**src/rtl/traffic_signal_ctrl.sv**
```systemverilog
// Highway / country-road intersection sequencer with three-aspect lamps,
// programmable phase durations, minimum highway green, maximum country green,
// all-red clearance and an emergency preempt that forces highway green.
module traffic_signal_ctrl #(
    parameter int HWY_MIN_GREEN  = 8,
    parameter int YELLOW_TIME    = 3,
    parameter int ALL_RED_TIME   = 1,
    parameter int CTRY_MAX_GREEN = 6,
    parameter int CNT_W          = 4
) (
    input  logic       clk,
    input  logic       reset,
    input  logic       S,
    input  logic       set,
    output logic [2:0] SH,
    output logic [2:0] SC,
    output logic [2:0] phase
);

    typedef enum logic [2:0] {
        HG  = 3'd0,
        HY  = 3'd1,
        AR1 = 3'd2,
        CG  = 3'd3,
        CY  = 3'd4,
        AR2 = 3'd5
    } state_t;

    localparam logic [2:0] LAMP_RED    = 3'b100;
    localparam logic [2:0] LAMP_YELLOW = 3'b010;
    localparam logic [2:0] LAMP_GREEN  = 3'b001;

    localparam int MAX_AB   = (HWY_MIN_GREEN > YELLOW_TIME) ? HWY_MIN_GREEN : YELLOW_TIME;
    localparam int MAX_CD   = (ALL_RED_TIME > CTRY_MAX_GREEN) ? ALL_RED_TIME : CTRY_MAX_GREEN;
    localparam int MAX_DUR  = (MAX_AB > MAX_CD) ? MAX_AB : MAX_CD;

    localparam logic [CNT_W-1:0] HG_LAST  = CNT_W'(HWY_MIN_GREEN - 1);
    localparam logic [CNT_W-1:0] YEL_LAST = CNT_W'(YELLOW_TIME - 1);
    localparam logic [CNT_W-1:0] AR_LAST  = CNT_W'(ALL_RED_TIME - 1);
    localparam logic [CNT_W-1:0] CG_LAST  = CNT_W'(CTRY_MAX_GREEN - 1);
    localparam logic [CNT_W-1:0] CNT_ONE  = CNT_W'(1);

    // Refuse to build when a duration is zero or the timer cannot reach the longest terminal count
    if ((HWY_MIN_GREEN < 1) || (YELLOW_TIME < 1) || (ALL_RED_TIME < 1) || (CTRY_MAX_GREEN < 1)) begin : g_dur_check
        $error("traffic_signal_ctrl: every phase duration must be at least 1");
    end
    if ((MAX_DUR - 1) >= (1 << CNT_W)) begin : g_cnt_w_check
        $error("traffic_signal_ctrl: CNT_W too narrow for the longest phase duration");
    end

    state_t           state;
    state_t           state_next;
    logic [CNT_W-1:0] timer;

    // State register and phase timer: timer restarts on any state change, holds once min green is met
    always_ff @(posedge clk) begin
        if (!reset) begin
            state <= HG;
            timer <= '0;
        end else begin
            state <= state_next;
            if (state_next != state) begin
                timer <= '0;
            end else if ((state == HG) && (timer == HG_LAST)) begin
                timer <= timer;
            end else begin
                timer <= timer + CNT_ONE;
            end
        end
    end

    // Next-state selection and lamp decode; preempt outranks the country sensor everywhere
    always_comb begin
        state_next = state;
        SH         = LAMP_RED;
        SC         = LAMP_RED;
        phase      = state;
        case (state)
            HG: begin
                SH = LAMP_GREEN;
                if ((timer == HG_LAST) && S && !set) begin
                    state_next = HY;
                end
            end
            HY: begin
                SH = LAMP_YELLOW;
                if (timer == YEL_LAST) begin
                    state_next = AR1;
                end
            end
            AR1: begin
                if (timer == AR_LAST) begin
                    state_next = set ? HG : CG;
                end
            end
            CG: begin
                SC = LAMP_GREEN;
                if (!S || set || (timer == CG_LAST)) begin
                    state_next = CY;
                end
            end
            CY: begin
                SC = LAMP_YELLOW;
                if (timer == YEL_LAST) begin
                    state_next = AR2;
                end
            end
            AR2: begin
                if (timer == AR_LAST) begin
                    state_next = HG;
                end
            end
            default: begin
                state_next = AR2;
            end
        endcase
    end

endmodule

```
**config.mk**
```make
export PLATFORM = sky130hd
export DESIGN_NAME = traffic_signal_ctrl
export DESIGN_NICKNAME = d
export VERILOG_FILES = /design/src/rtl/traffic_signal_ctrl.sv
export SDC_FILE = /design/constraint.sdc
export NUM_CORES = 1
export LEC_CHECK = 0
export CORE_AREA = 5 5 42 44
export CTS_BUF_LIST = sky130_fd_sc_hd__clkbuf_8
export CTS_CLUSTER_SIZE = 24
export DETAILED_ROUTE_END_ITERATION = 10
export DIE_AREA = 0 0 47 49
export GPL_TIMING_DRIVEN = 1
export HOLD_SLACK_MARGIN = 0.06
export MAX_ROUTING_LAYER = met4
export PLACE_DENSITY = 0.79
export REMOVE_ABC_BUFFERS = 1
export SLEW_MARGIN = 0
export SYNTH_ARGS = -nofsm -noshare
export SYNTH_HDL_FRONTEND = slang
export SYNTH_SLANG_ARGS = --single-unit
```
**constraint.sdc**
```tcl
create_clock -name clk -period 3.13 [get_ports clk]
set_input_delay 0.626 -clock clk [delete_from_list [all_inputs] [get_ports clk]]
set_output_delay 0.626 -clock clk [all_outputs]
set_load 0.05 [all_outputs]
```
* Word-level counts from Yosys, hierarchy flattened
Index checks and enable logic that the tools add are counted.
Cells by class: add/subtract/negate cells 1, equality and inequality tests 9, muxes and demuxes 10, bitwise gates (word level) 1, reduce and logical (&&, ||, !) cells 10
Operator list (number):
- two-way mux 3 bit | 6
- one-hot mux 3 bit (6 select lines) | 1
- one-hot mux 3 bit (2 select lines) | 2
- equality test 4 x 3 -> 1 bit, second input constant | 2
- equality test 3 x 2 -> 1 bit, second input constant | 2
- equality test 3 bit, second input constant | 2
- adder 4 x 1 -> 4 bit, second input constant | 1
- equality test 4 x 2 -> 1 bit, second input constant | 1
- zero test 4 bit | 1
- equality test 3 x 1 -> 1 bit, second input constant | 1
- logical AND 1 bit | 3
- zero test 3 bit | 1
- inequality test 3 bit | 1
- zero test 1 bit | 2
- logical OR 1 bit | 2
- two-way mux 2 bit | 1
- OR reduction 2 bit | 1
- inverter 1 bit | 1
Word-level totals: register bits after elaboration 7, input port bits 4, output and inout port bits 9, logic and storage cells 33

* Depth between registers and ports, before layout
Gate-level depths: netlist of run 1.
depth in word-level cells 7, gate-level depth with buffers 7, mapped depth without buffers 7

* Worst setup path before layout of run 1
Ideal clock, no wire load.
path kind register to output, start register state[2], in the netlist phase[2], end output port SC[2], data arrival time 2.584 ns, required time 2.504 ns, setup slack -0.080 ns, stages on the path, launching flop included 3, buffers on the path 0, cell sequence dfxtp_1 > nor3b_1 > nor2_1
Between the ends: word-level cells in the longest chain between the ends 2, elaborated cells between the ends (all ways) 3, classes of those cells eq/ne (2); mux (1)
RTL lines:
- start, declared | line 51 | state_t state;
- start signal, assigned | line 61 | state <= state_next;
- equality test 3 bit / equality test 3 x 2 -> 1 bit (equally long branches) | line 78 | case (state)
- one-hot mux 3 bit (2 select lines) * | line 78
- end, declared | line 16 | output logic [2:0] SC,
Every way passes the cells marked *; elsewhere a longest branch is shown, timed or not.

* Worst setup path after layout of run 1
start register state[1], in the netlist phase[1], end output port SC[0]
Same word-level chain as after synthesis.

==> results_dict.tcl, run 1 <==
set metrics [dict create \
    status "finished, final reports clean" \
    port_buffers 12 \
    max_stage_delay_ns 0.80 \
    rows 14 \
    drive_gt1_share_pct 7.41 \
    clk_pin_slew_worst_paths_ns 0.04 \
    yosysSeqAreaShare_pct 25.9 \
    drt-total-wl_microns 1140 \
    grt_max_degree 16 \
    syn_area_per_cell_sq_um 8.09 \
    ys_types 28 \
    routedWlPerCell_microns 11.8 \
    end_kind "primary output" \
    finalPower_mw 0.259 \
    hold_violations 0 \
    final_core_util_pct 50.5 \
    p_leak_nw 0.264 \
    critPathLaunchType "register" \
    dpl.hpwl_microns 879 \
    numCtsBuffers 3 \
    post_cts_buffers 0 \
    critPathBufInv 1 \
    start_util_pct 38.7 \
    cts_max_path_buffers 2 \
    placed_area_sq_um 663 \
    setup_viol 0 \
    worstMarginPinSlew_ns 0.495 \
    path_class "reg2out" \
    hp-start "phase[2]" \
    finalInstanceArea_sq_um 708 \
    crit_slowest_cell "clkdlybuf4s50_1" \
    p_per_area_nw_per_um2 366 \
    root_buffer "clkbuf_8" \
    min_path_type "reg2reg" \
    grt_pass1_vias 459 \
    critical_path_peak_fanout 8 \
    drtIter0Drc 4 \
    setup_tns_ns 0 \
    place_congestion 0.828 \
    cts_tree "yes" \
    cts_resized 0 \
    core_sq_um 1400 \
    final_antenna_net_count 0 \
    yosysWarnings 0 \
    finalCritPeriodShare_pct 80.0 \
    h-tree-depth 1 \
    diodes 0 \
    crit_required_ns 2.50 \
    cp-startpoint "phase[1]" \
    area_growth_pct 30.7 \
    ios 13 \
    antenna_found_initial 0 \
    holdWs_ns 0.574 \
    die_y_microns 49 \
    cp_data_arrival_time_ns 1.88 \
    clock_sinks 7 \
    timing.rr.start "timer[0]" \
    via_count 511 \
    cp_top_family "buffers and inverters" \
    vias_per_cell 5.27 \
    final_cell_mix "12 x clkdlybuf4s50_1, 7 x nor2_1, 7 x dfxtp_1, 5 x inv_1, 5 x nand2_1" \
    synthCells 67 \
    drc 0 \
    die_w_microns 47 \
    slew_headroom_pct 66.9 \
    worstSkewPairLatency_ns 0.22 \
    layout_commonest_cell "clkdlybuf4s50_1" \
    max_freq_mhz 399 \
    grt_overflow 0 \
    peakVddDrop_mv 0.263 \
    finClkSkew_ns 0.00172 \
    cap_violations 0 \
    dr.pass1.iters 3 \
    min_period_ns 2.50 \
    synth-seq-cells 7 \
    rsz0062_at_grt "no" \
    maxSlewViolCount 0 \
    die_area_sq_um 2300 \
    grt_usage_pct 11.2 \
    cts_hold_buf 0 \
    crit_chain "nor2b_1, and2_1, clkdlybuf4s50_1" \
    grt_pass1_wl_microns 1900 \
    nets 90 \
    syn_area_sq_um 542 \
]
-- tightest hold or removal path, stage by stage (launching register included) --
cell,delay [ns]
dfxtp_1,0.38
nand2_1,0.08
a21boi_0,0.07
-- flip-flops by register name, summed over array words and instances, names as in the netlist --
name and count:
phase 3, timer 4
-- cell type report --
| cell class | count | area, sq um |
|---|---|---|
| Timing Repair Buffer | 12 | 120 |
| Tap cell | 16 | 20.0 |
| Multi-Input combinational cell | 54 | 368 |
| Inverter | 4 | 15.0 |
| Sequential cell | 7 | 140 |
| Fill cell | 148 | 693 |
| Clock inverter | 1 | 3.75 |
| Clock buffer | 3 | 41.3 |
-- synth_stat cells --
cell type  n  area, sq um
nand3_1    4         20.0
nor2b_1    2         12.5
o21a_1     1         7.51
nand4_1    1         6.26
ha_1       4         50.1
nor2_1     7         26.3
dfxtp_1    7          140
mux2i_1    1         10.0
and2b_1    1         7.51
o21ai_0    2         10.0
o2111ai_1  1         8.76
nor3b_1    3         22.5
nor4b_1    1         8.76
buf_4      1         7.51
and2b_2    2         17.5
a21oi_1    2         10.0
a32oi_1    2         17.5
or3b_1     2         17.5
nand2_1    5         18.8
nor3_1     2         10.0
a21boi_0   3         22.5
xnor2_1    3         26.3
nand3b_1   1         7.51
inv_1      4         15.0
a21bo_2    1         10.0
and2_1     2         12.5
a211oi_1   1         7.51
buf_6      1         11.3
-- where the power goes --
group / switching [mW] / internal, mW / total (mW)
Combinational: 0.0180 / 0.0203 / 0.0383
Clock: 0.0358 / 0.0845 / 0.120
Sequential: 0.00645 / 0.0940 / 0.100
Total: 0.0602 / 0.199 / 0.259
-- worst paths after layout --
path | endpoint | slack (ns) | depth (start not counted)
max | SC[0] | 0.63 | 3
min | phase[2] | 0.57 | 2
min reg2reg | phase[2] | 0.57 | 2
max reg2reg | timer[0] | 1.29 | 7
-- routing by layer --
layer	part of all wire (%)	wire, microns	GRT usage [%]
met5	0	0	-
met4	0.44	5	2.76
met3	7.5	86	3.32
met2	49	554	17.4
met1	43	495	13.9
-- cell families (layout without fill, tap and decap cells) --
| kind of cell | after synthesis | count (layout) | share of synthesized area, % |
|---|---|---|---|
| xor gates and xnor gates | 3 | 3 | 4.85 |
| and+or+nand+nor | 33 | 33 | 34.6 |
| buffers and inverters | 6 | 20 | 6.24 |
| DFF | 7 | 7 | 25.9 |
| muxes | 1 | 1 | 1.85 |
| AOI/OAI and AO/OA | 13 | 13 | 17.3 |
| adders and majority gates | 4 | 4 | 9.24 |
-- per-stage QoR --
stage          worst slack [ns]  cells
6_report                  0.626     97
4_1_cts                   0.613     97
5_1_grt                   0.499     97
3_5_place_dp              0.832     93
2_1_floorplan           -0.0805     65
3_3_place_gp              0.865     93
No activity file was read; power rests on OpenSTA's default activity.
==> run 2, diff against run 1 <==
clock period = 2.6 ns   (was 3.13 ns; I/O delays follow)
==> results_dict.tcl, run 2 (synthesized netlist as in run 1, its figures left out) <==
set metrics [dict create \
    port_buffers 12 \
    clk_pin_slew_worst_paths_ns 0.04 \
    maxSlewViolCount 0 \
    fin_cells 97 \
    core_sq_um 1400 \
    h-tree-depth 1 \
    die_area_sq_um 2300 \
    setup_viol 0 \
    finalCritPeriodShare_pct 92.1 \
    cts_tree "yes" \
    clock_sinks 7 \
    final_antenna_net_count 0 \
    grt_usage_pct 11.9 \
    critPathBufInv 1 \
    cts_resized 0 \
    numPlacedInstances 93 \
    path_class "reg2out" \
    grt_pass1_wl_microns 1970 \
    max_stage_delay_ns 0.80 \
    drt-total-wl_microns 1120 \
    diodes 0 \
    cts_hold_buf 0 \
    antenna_found_initial 0 \
    area_growth_pct 30.7 \
    worstMarginPinSlew_ns 0.495 \
    final_cell_mix "12 x clkdlybuf4s50_1, 7 x nor2_1, 7 x dfxtp_1, 5 x inv_1, 5 x nand2_1" \
    nets 90 \
    die_w_microns 47 \
    dpl.hpwl_microns 880 \
    timing.rr.start "timer[0]" \
    vias_per_cell 5.14 \
    drc 0 \
    die_y_microns 49 \
    crit_slowest_cell "clkdlybuf4s50_1" \
    routedWlPerCell_microns 11.5 \
    rows 14 \
    slew_headroom_pct 66.9 \
    peakVddDrop_mv 0.263 \
    hold_end "phase[2]" \
    cp_data_arrival_time_ns 1.88 \
    cap_violations 0 \
    drive_gt1_share_pct 7.41 \
    layout_commonest_cell "clkdlybuf4s50_1" \
    numCtsBuffers 3 \
    max_freq_mhz 417 \
    crit_chain "nor2b_1, and2_1, clkdlybuf4s50_1" \
    r2r_slack_ns 0.76 \
    cts_max_path_buffers 2 \
    via_count 499 \
    regMostFlops "timer" \
    rsz0062_at_grt "no" \
    post_cts_buffers 0 \
    min_period_ns 2.40 \
    drtIter0Drc 1 \
    finClkSkew_ns 0.00101 \
    place_congestion 0.828 \
    grt_max_degree 16 \
    p_leak_nw 0.264 \
    status "finished, final reports clean" \
    start_util_pct 38.7 \
    finalPower_mw 0.312 \
    worstSkewPairLatency_ns 0.22 \
    cp_top_family "buffers and inverters" \
    crit_required_ns 2.08 \
    grt_overflow 0 \
    hp-start "phase[2]" \
    reg2reg_to "timer[1]" \
    cp-startpoint "phase[1]" \
    worstHoldPathCells 2 \
    hold_violations 0 \
    grt_pass1_vias 464 \
    fillers 146 \
    p_per_area_nw_per_um2 440 \
    largest_reg_flops 4 \
    dr.pass1.iters 2 \
    root_buffer "clkbuf_8" \
    end_kind "primary output" \
    reg2reg_depth 7 \
    critical_path_peak_fanout 8 \
    critPathLaunchType "register" \
    ios 13 \
    min_path_type "reg2reg" \
]
run 2: cell counts in the layout (fill, tap and decap cells not counted):
Identical to the previous run, type by type.
run 2: metal layers:
metal / share of wire [%] / GRT usage, %
met1: 44 / 13.9
met3: 7.8 / 3.69
met4: 0.45 / 5.53
met5: 0 / -
met2: 47 / 18.1
run 2: area by class of cell:
type	instances	area (sq um)	area share [%]
clock buffers	3	41.3	5.83
clock inverters	1	3.75	0.530
inverters	4	15.0	2.12
multi-input cells	54	368	51.9
flip-flops and latches	7	140	19.8
well taps	16	20.0	2.83
repair buffers	12	120	17.0
run 2: worst max-delay path by stage:
| stage | to | slack (ns) | cells past startpoint |
|---|---|---|---|
| 2_1_floorplan | SC[2] | -0.50 | 2 |
| 6_report | SC[0] | 0.20 | 3 |
| 4_1_cts | SC[0] | 0.20 | 3 |
| 3_5_place_dp | timer[0] | 0.40 | 6 |
| 5_1_grt | SC[0] | 0.05 | 3 |
| 3_3_place_gp | SC[0] | 0.44 | 3 |
run 2: where the power goes:
part | switching, mW | leakage (nW) | internal, mW
registers | 0.00782 | 0.0570 | 0.113
clock network | 0.0433 | 0.0269 | 0.102
logic | 0.0215 | 0.180 | 0.0243
run 2: stage by stage:
step / hold slack [ns] / cell area (sq um) / TNS (ns) / setup WS, ns / utilization (%)
3_5_place_dp: 0.566 / 663 / 0 / 0.404 / 47.3
4_1_cts: 0.573 / 708 / 0 / 0.201 / 50.5
6_report: 0.568 / 708 / 0 / 0.204 / 50.5
5_1_grt: 0.621 / 708 / 0 / 0.0549 / 50.5
3_3_place_gp: 0.563 / 663 / 0 / 0.442 / 47.3
2_1_floorplan: 0.563 / 523 / -0.504 / -0.504 / -
run 2: worst register-to-register path: cells and delay by family, from the launching register on:
kind                     cells  cell delay (ns)
flip-flops                   1             0.35
buffers and inverters        1             0.10
multiplexers                 1             0.30
AO/OA/AOI/OAI                1             0.21
AND/OR/NAND/NOR              3             0.59
adder cells (fa/ha/maj)      1             0.17
